`config.mk`:
```
export PLATFORM = sky130hd
export DESIGN_NAME = truth_table_sequencer_flat
export DESIGN_NICKNAME = d
export VERILOG_FILES = /design/src/rtl/truth_table_sequencer_if.sv /design/src/rtl/truth_table_sequencer.sv /design/src/flat_wrapper.sv
export SDC_FILE = /design/constraint.sdc
export NUM_CORES = 1
export LEC_CHECK = 0
export CORE_MARGIN = 2
export CORE_UTILIZATION = 57
export DETAILED_ROUTE_END_ITERATION = 6
export GPL_TIMING_DRIVEN = 0
export PLACE_DENSITY_LB_ADDON = 0.12
export SLEW_MARGIN = 5
export SYNTH_ARGS = -nofsm -noshare
export SYNTH_HDL_FRONTEND = slang
export SYNTH_SLANG_ARGS = --single-unit
export TNS_END_PERCENT = 50
```
`constraint.sdc`:
```
create_clock -name clk -period 3.1 [get_ports clk]
set_input_delay 0.465 -clock clk [delete_from_list [all_inputs] [get_ports clk]]
set_output_delay 0.465 -clock clk [all_outputs]
set_load 0.005 [all_outputs]
```
`src/rtl/truth_table_sequencer_if.sv`:
```
// Signal bundle between the truth-table sequencer and the function block / board I/O.
interface truth_table_sequencer_if;
  logic       run_en;
  logic       step_btn;
  logic [6:0] f_seg;
  logic [2:0] abc;
  logic [6:0] hex_idx;
  logic [6:0] hex_res;
  logic [7:0] result_vec;
  logic       mismatch;
  logic       sweep_done;
  logic       busy;

  modport master (
    input  run_en, step_btn, f_seg,
    output abc, hex_idx, hex_res, result_vec, mismatch, sweep_done, busy
  );

  modport slave (
    output run_en, step_btn, f_seg,
    input  abc, hex_idx, hex_res, result_vec, mismatch, sweep_done, busy
  );
endinterface

```
`src/rtl/truth_table_sequencer.sv`:
```
// Steps a 3-input function through all eight input combinations, samples its
// 7-segment result and checks it against an expected truth table.
module truth_table_sequencer #(
  parameter int unsigned DWELL_CYCLES    = 50000000,
  parameter int unsigned DEBOUNCE_CYCLES = 1000000,
  parameter logic [7:0]  EXPECT          = 8'b0011_0001
) (
  input  logic                   clk,
  input  logic                   rst_n,
  truth_table_sequencer_if.master bus
);

  localparam int unsigned DBW        = $clog2(DEBOUNCE_CYCLES + 1);
  localparam int unsigned DW         = $clog2(DWELL_CYCLES + 1);
  localparam int unsigned DWELL_LOAD = (DWELL_CYCLES > 3) ? DWELL_CYCLES - 3 : 0;

  localparam logic [6:0] SEG_ONE  = 7'b1111001;
  localparam logic [6:0] SEG_ZERO = 7'b1000000;

  typedef enum logic [1:0] {IDLE, APPLY, SAMPLE, DWELL} state_t;

  function automatic logic [6:0] seg_digit(input logic [2:0] v);
    logic [6:0] s;
    case (v)
      3'd0:    s = 7'b1000000;
      3'd1:    s = 7'b1111001;
      3'd2:    s = 7'b0100100;
      3'd3:    s = 7'b0110000;
      3'd4:    s = 7'b0011001;
      3'd5:    s = 7'b0010010;
      3'd6:    s = 7'b0000010;
      default: s = 7'b1111000;
    endcase
    return s;
  endfunction

  logic           btn_meta, btn_sync;
  logic           db_level, db_prev;
  logic [DBW-1:0] db_cnt;
  logic           step_pulse;

  state_t         state, state_nxt;
  logic [2:0]     idx, idx_nxt;
  logic [DW-1:0]  dwell_cnt, dwell_nxt;
  logic           sweep_nxt;
  logic           f_one, f_valid, sample_bad;

  // Button: 2-FF synchroniser, then a level that only follows a sustained change
  always_ff @(posedge clk or negedge rst_n) begin
    if (!rst_n) begin
      btn_meta <= 1'b0;
      btn_sync <= 1'b0;
      db_level <= 1'b0;
      db_prev  <= 1'b0;
      db_cnt   <= '0;
    end else begin
      btn_meta <= bus.step_btn;
      btn_sync <= btn_meta;
      db_prev  <= db_level;
      if (btn_sync != db_level) begin
        if (db_cnt == DBW'(DEBOUNCE_CYCLES - 1)) begin
          db_level <= btn_sync;
          db_cnt   <= '0;
        end else begin
          db_cnt <= db_cnt + 1'b1;
        end
      end else begin
        db_cnt <= '0;
      end
    end
  end

  assign step_pulse = db_level & ~db_prev;

  always_comb begin
    f_one      = (bus.f_seg == SEG_ONE);
    f_valid    = f_one || (bus.f_seg == SEG_ZERO);
    sample_bad = !f_valid || (f_one != EXPECT[idx]);
  end

  always_comb begin
    state_nxt = state;
    idx_nxt   = idx;
    dwell_nxt = dwell_cnt;
    sweep_nxt = 1'b0;
    case (state)
      IDLE:   if (bus.run_en || step_pulse) state_nxt = APPLY;
      APPLY:  state_nxt = SAMPLE;
      SAMPLE: begin
        if (bus.run_en) begin
          state_nxt = DWELL;
          dwell_nxt = DW'(DWELL_LOAD);
        end else begin
          idx_nxt   = idx + 3'd1;
          state_nxt = IDLE;
        end
      end
      DWELL: begin
        // APPLY + SAMPLE + DWELL together span DWELL_CYCLES per index
        if (dwell_cnt == '0) begin
          idx_nxt   = idx + 3'd1;
          sweep_nxt = (idx == 3'd7);
          state_nxt = bus.run_en ? APPLY : IDLE;
        end else begin
          dwell_nxt = dwell_cnt - 1'b1;
        end
      end
      default: state_nxt = IDLE;
    endcase
  end

  // abc and hex_idx load from idx_nxt so they track idx with no extra lag
  always_ff @(posedge clk or negedge rst_n) begin
    if (!rst_n) begin
      state          <= IDLE;
      idx            <= '0;
      dwell_cnt      <= '0;
      bus.abc        <= '0;
      bus.hex_idx    <= SEG_ZERO;
      bus.hex_res    <= SEG_ZERO;
      bus.result_vec <= '0;
      bus.mismatch   <= 1'b0;
      bus.sweep_done <= 1'b0;
    end else begin
      state          <= state_nxt;
      idx            <= idx_nxt;
      dwell_cnt      <= dwell_nxt;
      bus.abc        <= idx_nxt;
      bus.hex_idx    <= seg_digit(idx_nxt);
      bus.sweep_done <= sweep_nxt;
      if (state == SAMPLE) begin
        bus.hex_res         <= bus.f_seg;
        bus.result_vec[idx] <= f_one;
        bus.mismatch        <= ((idx == 3'd0) ? 1'b0 : bus.mismatch) | sample_bad;
      end
    end
  end

  assign bus.busy = (state != IDLE);

endmodule
```
`src/flat_wrapper.sv`:
```
// flat-port wrapper written by rule: the top's interface ports become plain ports
module truth_table_sequencer_flat 
#(
  parameter int unsigned DWELL_CYCLES    = 50000000,
  parameter int unsigned DEBOUNCE_CYCLES = 1000000,
  parameter logic [7:0]  EXPECT          = 8'b0011_0001
)
  (clk, rst_n, bus_run_en, bus_step_btn, bus_f_seg, bus_abc, bus_hex_idx, bus_hex_res, bus_result_vec, bus_mismatch, bus_sweep_done, bus_busy);
  truth_table_sequencer_if bus_i ();
  input  logic clk;
  input  logic rst_n;
  input wire logic [$bits(bus_i.run_en)-1:0] bus_run_en;
  input wire logic [$bits(bus_i.step_btn)-1:0] bus_step_btn;
  input wire logic [$bits(bus_i.f_seg)-1:0] bus_f_seg;
  output wire logic [$bits(bus_i.abc)-1:0] bus_abc;
  output wire logic [$bits(bus_i.hex_idx)-1:0] bus_hex_idx;
  output wire logic [$bits(bus_i.hex_res)-1:0] bus_hex_res;
  output wire logic [$bits(bus_i.result_vec)-1:0] bus_result_vec;
  output wire logic [$bits(bus_i.mismatch)-1:0] bus_mismatch;
  output wire logic [$bits(bus_i.sweep_done)-1:0] bus_sweep_done;
  output wire logic [$bits(bus_i.busy)-1:0] bus_busy;
  assign bus_i.run_en = bus_run_en;
  assign bus_i.step_btn = bus_step_btn;
  assign bus_i.f_seg = bus_f_seg;
  assign bus_abc = bus_i.abc;
  assign bus_hex_idx = bus_i.hex_idx;
  assign bus_hex_res = bus_i.hex_res;
  assign bus_result_vec = bus_i.result_vec;
  assign bus_mismatch = bus_i.mismatch;
  assign bus_sweep_done = bus_i.sweep_done;
  assign bus_busy = bus_i.busy;
  truth_table_sequencer #(.DWELL_CYCLES(DWELL_CYCLES), .DEBOUNCE_CYCLES(DEBOUNCE_CYCLES), .EXPECT(EXPECT)) u_core (.clk(clk), .rst_n(rst_n), .bus(bus_i));
endmodule
```
==> key figures <==
Run status
  – Status: finished with violations
  – Failing checks: hold timing

STA
  – Worst slew margin: roughly two fifths
  – Slew Viols, Final: 0
  – # setup viols final: 0
  – RSZ-0062 raised after global routing: no
  – Final Hold Slack: -0.00349 ns
  – Hold Vio Cnt, Final: 6
  – Setup TNS: 0 ns
  – Fmax: about 370 MHz
  – Min Tclk post-route: between 2 and 3 ns
  – Clock skew: between 0.01 and 0.015 ns
  – Tcrit/Tclk final: between 80% and 90%
  – Worst slew pin tran: between 0.8 and 0.9 ns

Detailed routing
  – DRC viols: 0
  – Post-route ant nets: 0
  – DR vias: 3153
  – Wirelength, routed: 8.33 mm
  – Met3 routed WL: 375 um
  – Drt wl/cell: 15.4 um
  – Vias per inst: a little under 6
  – DRT Pass-1 Iters: 4
  – DR top layer: met4
  – Met1 WL: roughly 3.8 mm
  – Initial DRC Count: between 150 and 200
  – Wire length on met2: roughly 4.0 mm

Final layout
  – Layout cell share with drive strength beyond 1: about a tenth
  – Post-Layout Cell Count: about 540
  – N_diodes: 0
  – Fin nets: 472
  – Leading cell type in the layout, fill and taps excluded: dfrtp_1
  – Area grow syn2layout: 18.5%
  – Fillers: between 500 and 600
  – Most frequent cells in the layout: dfrtp_1 (77), nand2_1 (54), nor2_1 (48)
  – Post-layout util: 69.8%

Place
  – RePlAce Congestion: about 0.91
  – I/O Buffers: 38
  – Placed Cells: about 530
  – Dpl hpwl: 5.78 mm

Run
  – Max-Cap Viols: 0

Synth
  – Complex-gate fraction of the synthesized area: under 10%
  – Yosys cell types: 55
  – Mux contribution to synthesized area: 3.81%
  – Leading post-synthesis cells by cell area: dfrtp_1 (48%), nand2_1 (5.1%), nor2_1 (4.5%), xor2_1 (3.7%), xnor2_1 (3.3%)
  – Top cell type's share of synthesized area: between 40% and 50%
  – Synthesized instance count: slightly above 400
  – Syn_nets: approximately 420
  – Cell taking the most area after synthesis: dfrtp_1
  – Synth Area in Adders: between 1.5 and 2%
  – Sequential fraction of the synthesis area: about 50%
  – Area fraction in and, or, nand and nor cells after synthesis: between 20% and 30%
  – Top FF cell, synth: dfrtp_1
  – Synth warn: 0
  – EDFF count, synth: 0
  – Synth Cell Area: 3980 um^2
  – #FFs+latches synth: 79
  – Avg Cell Area, Syn: 9.80 um^2
  – Combinational family with the most area after synthesis: simple AND/OR/NAND/NOR gates
  – XOR/XNOR share of the synthesized area: under 10%
  – Synth async-reset ratio: 100%

Global routing
  – Initial antenna violation count: 0
  – GR Util All Layers: 23.7%
  – First-pass GRT wire length: 14.4 mm
  – Grt total ovfl: 0
  – Number of global-route vias before repair: around 3100
  – Largest net degree at the start of global routing: 56

Clock tree
  – Clk root buf: clkbuf_8
  – Cts bufs inserted: 9
  – H-tree lvl count: 3
  – # hold bufs at CTS: 0
  – Setup Fix Bufs, Post-CTS: 0
  – CTS tree: built
  – CTS clk-pin slew, worst paths: 0.09 ns
  – # clock sinks: 79
  – Clk_lat worst skew: ~0.36 ns
  – CTS max path bufs: 2
  – Post-CTS sizing: 0

Worst setup path
  – CP startpoint kind: flop
  – Critical setup path kind: reg2reg
  – Worst Path Required: 3.32 ns
  – Worst EP arrival: around 2.9 ns
  – CP startpoint: u_core.dwell_cnt[0]$_DFFE_PN0P_
  – Critical path fanouts, max: 10
  – CP endpoint kind: flop
  – Worst r2r src: u_core.dwell_cnt[0]$_DFFE_PN0P_

Power
  – Total power per unit cell area: between 700 and 800 nW/um^2
  – Leak pwr: approximately 0.0019 uW
  – VDD IR-drop max: 0.371 mV

Worst hold path
  – HP Class: in2async

Floorplanning
  – # IOs: 39
  – Die height: 87.5 um
  – Core area: approximately 6800 um^2
  – Die Wd: 87.5 um
  – Initial Utilization: around three fifths
  – Die ar.: 7660 um^2
  – FP Rows: 30
-- report_power, final --
part	leakage, uW	total (uW)	switching, uW	internal (uW)
Combinational	0.000807	1120	622	502
Sequential	0.000969	1310	111	1200
Clock	0.000112	881	385	496
-- logic make-up after synthesis --
| logic type | Yosys count |
|---|---|
| simple gates | 199 |
| flops | 79 |
| compound gates | 52 |
| xor+xnor | 32 |
| buf+inv | 25 |
| mux | 14 |
| fa+ha+maj | 5 |
-- cells in the mapped netlist (all sizes together), types with 3 or more instances --
master	instances
and2	3
nor4b	3
or3	3
xnor2	15
xor2	17
nor3	11
mux2i	5
clkbuf	15
nand4	9
and4	5
nor4	10
a21oi	10
o21ai	11
nor2b	3
or2	5
nand2	55
dfrtp	77
inv	7
o211ai	5
a31oi	4
nand2b	7
buf	3
nor2	48
mux2	9
nand3	20
or4	9
o31ai	7
ha	5
-- layer usage --
| layer | global-route usage [%] | vias up |
|---|---|---|
| met2 | 37.8 | 67 |
| met3 | 3.86 | 15 |
| met1 | 32.8 | 1529 |
| met5 | 0 | - |
| met4 | 8.81 | 0 |
| li1 | - | 1542 |
-- path summary, 6_finish.rpt --
kind                                                endpoint  slack (ns)  cells after the start
min                         u_core.dwell_cnt[22]$_DFFE_PN0P_      -0.003                      1
max in group asynchronous  u_core.bus.hex_res[6]$_DFFE_PN1P_        2.47                      2
min reg2reg                        u_core.btn_sync$_DFF_PN0_        0.36                      0
min in group clk                   u_core.btn_sync$_DFF_PN0_        0.36                      0
max reg2reg                  u_core.bus.hex_idx[4]$_DFF_PN0_        0.38                      8
max                          u_core.bus.hex_idx[4]$_DFF_PN0_        0.38                      8
-- final cells by class --
cell class              instances  area, um^2  share of cell area, %
clock buffers                  11         151                   3.21
clock inverters                 5        80.1                   1.70
multi-input cells             302        1890                   40.2
well taps                      80         100                   2.12
inverters                       7        26.3                  0.557
repair buffers                 39         405                   8.60
flip-flops and latches         79        1980                   42.0
plain buffers                  18        77.6                   1.65
-- flip-flops by register name, indices dropped and copies added, names as in the netlist --
register	cells
u_core.bus.abc	3
u_core.bus.mismatch	1
u_core.bus.result_vec	8
u_core.bus.hex_idx	7
u_core.state	2
u_core.db_prev	1
u_core.bus.sweep_done	1
u_core.db_level	1
u_core.btn_sync	1
u_core.dwell_cnt	26
u_core.bus.hex_res	7
u_core.btn_meta	1
u_core.db_cnt	20
-- per-stage QoR --
| stage | instance area, um^2 | total power [uW] | setup WS [ns] |
|---|---|---|---|
| 2_1_floorplan | 3980 | 1980 | 0.759 |
| 3_3_place_gp | 4460 | 2410 | -1.12 |
| 5_1_grt | 4710 | 3530 | 0.0768 |
| 3_5_place_dp | 4480 | 2440 | 0.409 |
| 4_1_cts | 4710 | 3330 | 0.382 |
| 6_report | 4710 | 3320 | 0.385 |
-- worst max-delay path, cell delays in order (launching register included) --
cell and delay, ns:
dfrtp_1 0.42, inv_1 0.07, ha_1 0.25, nor4b_1 0.19, and4_1 0.21, buf_2 0.17, a31oi_1 0.69, clkbuf_1 0.40
a22oi_1 0.16
(Power assumes the default switching activity.)
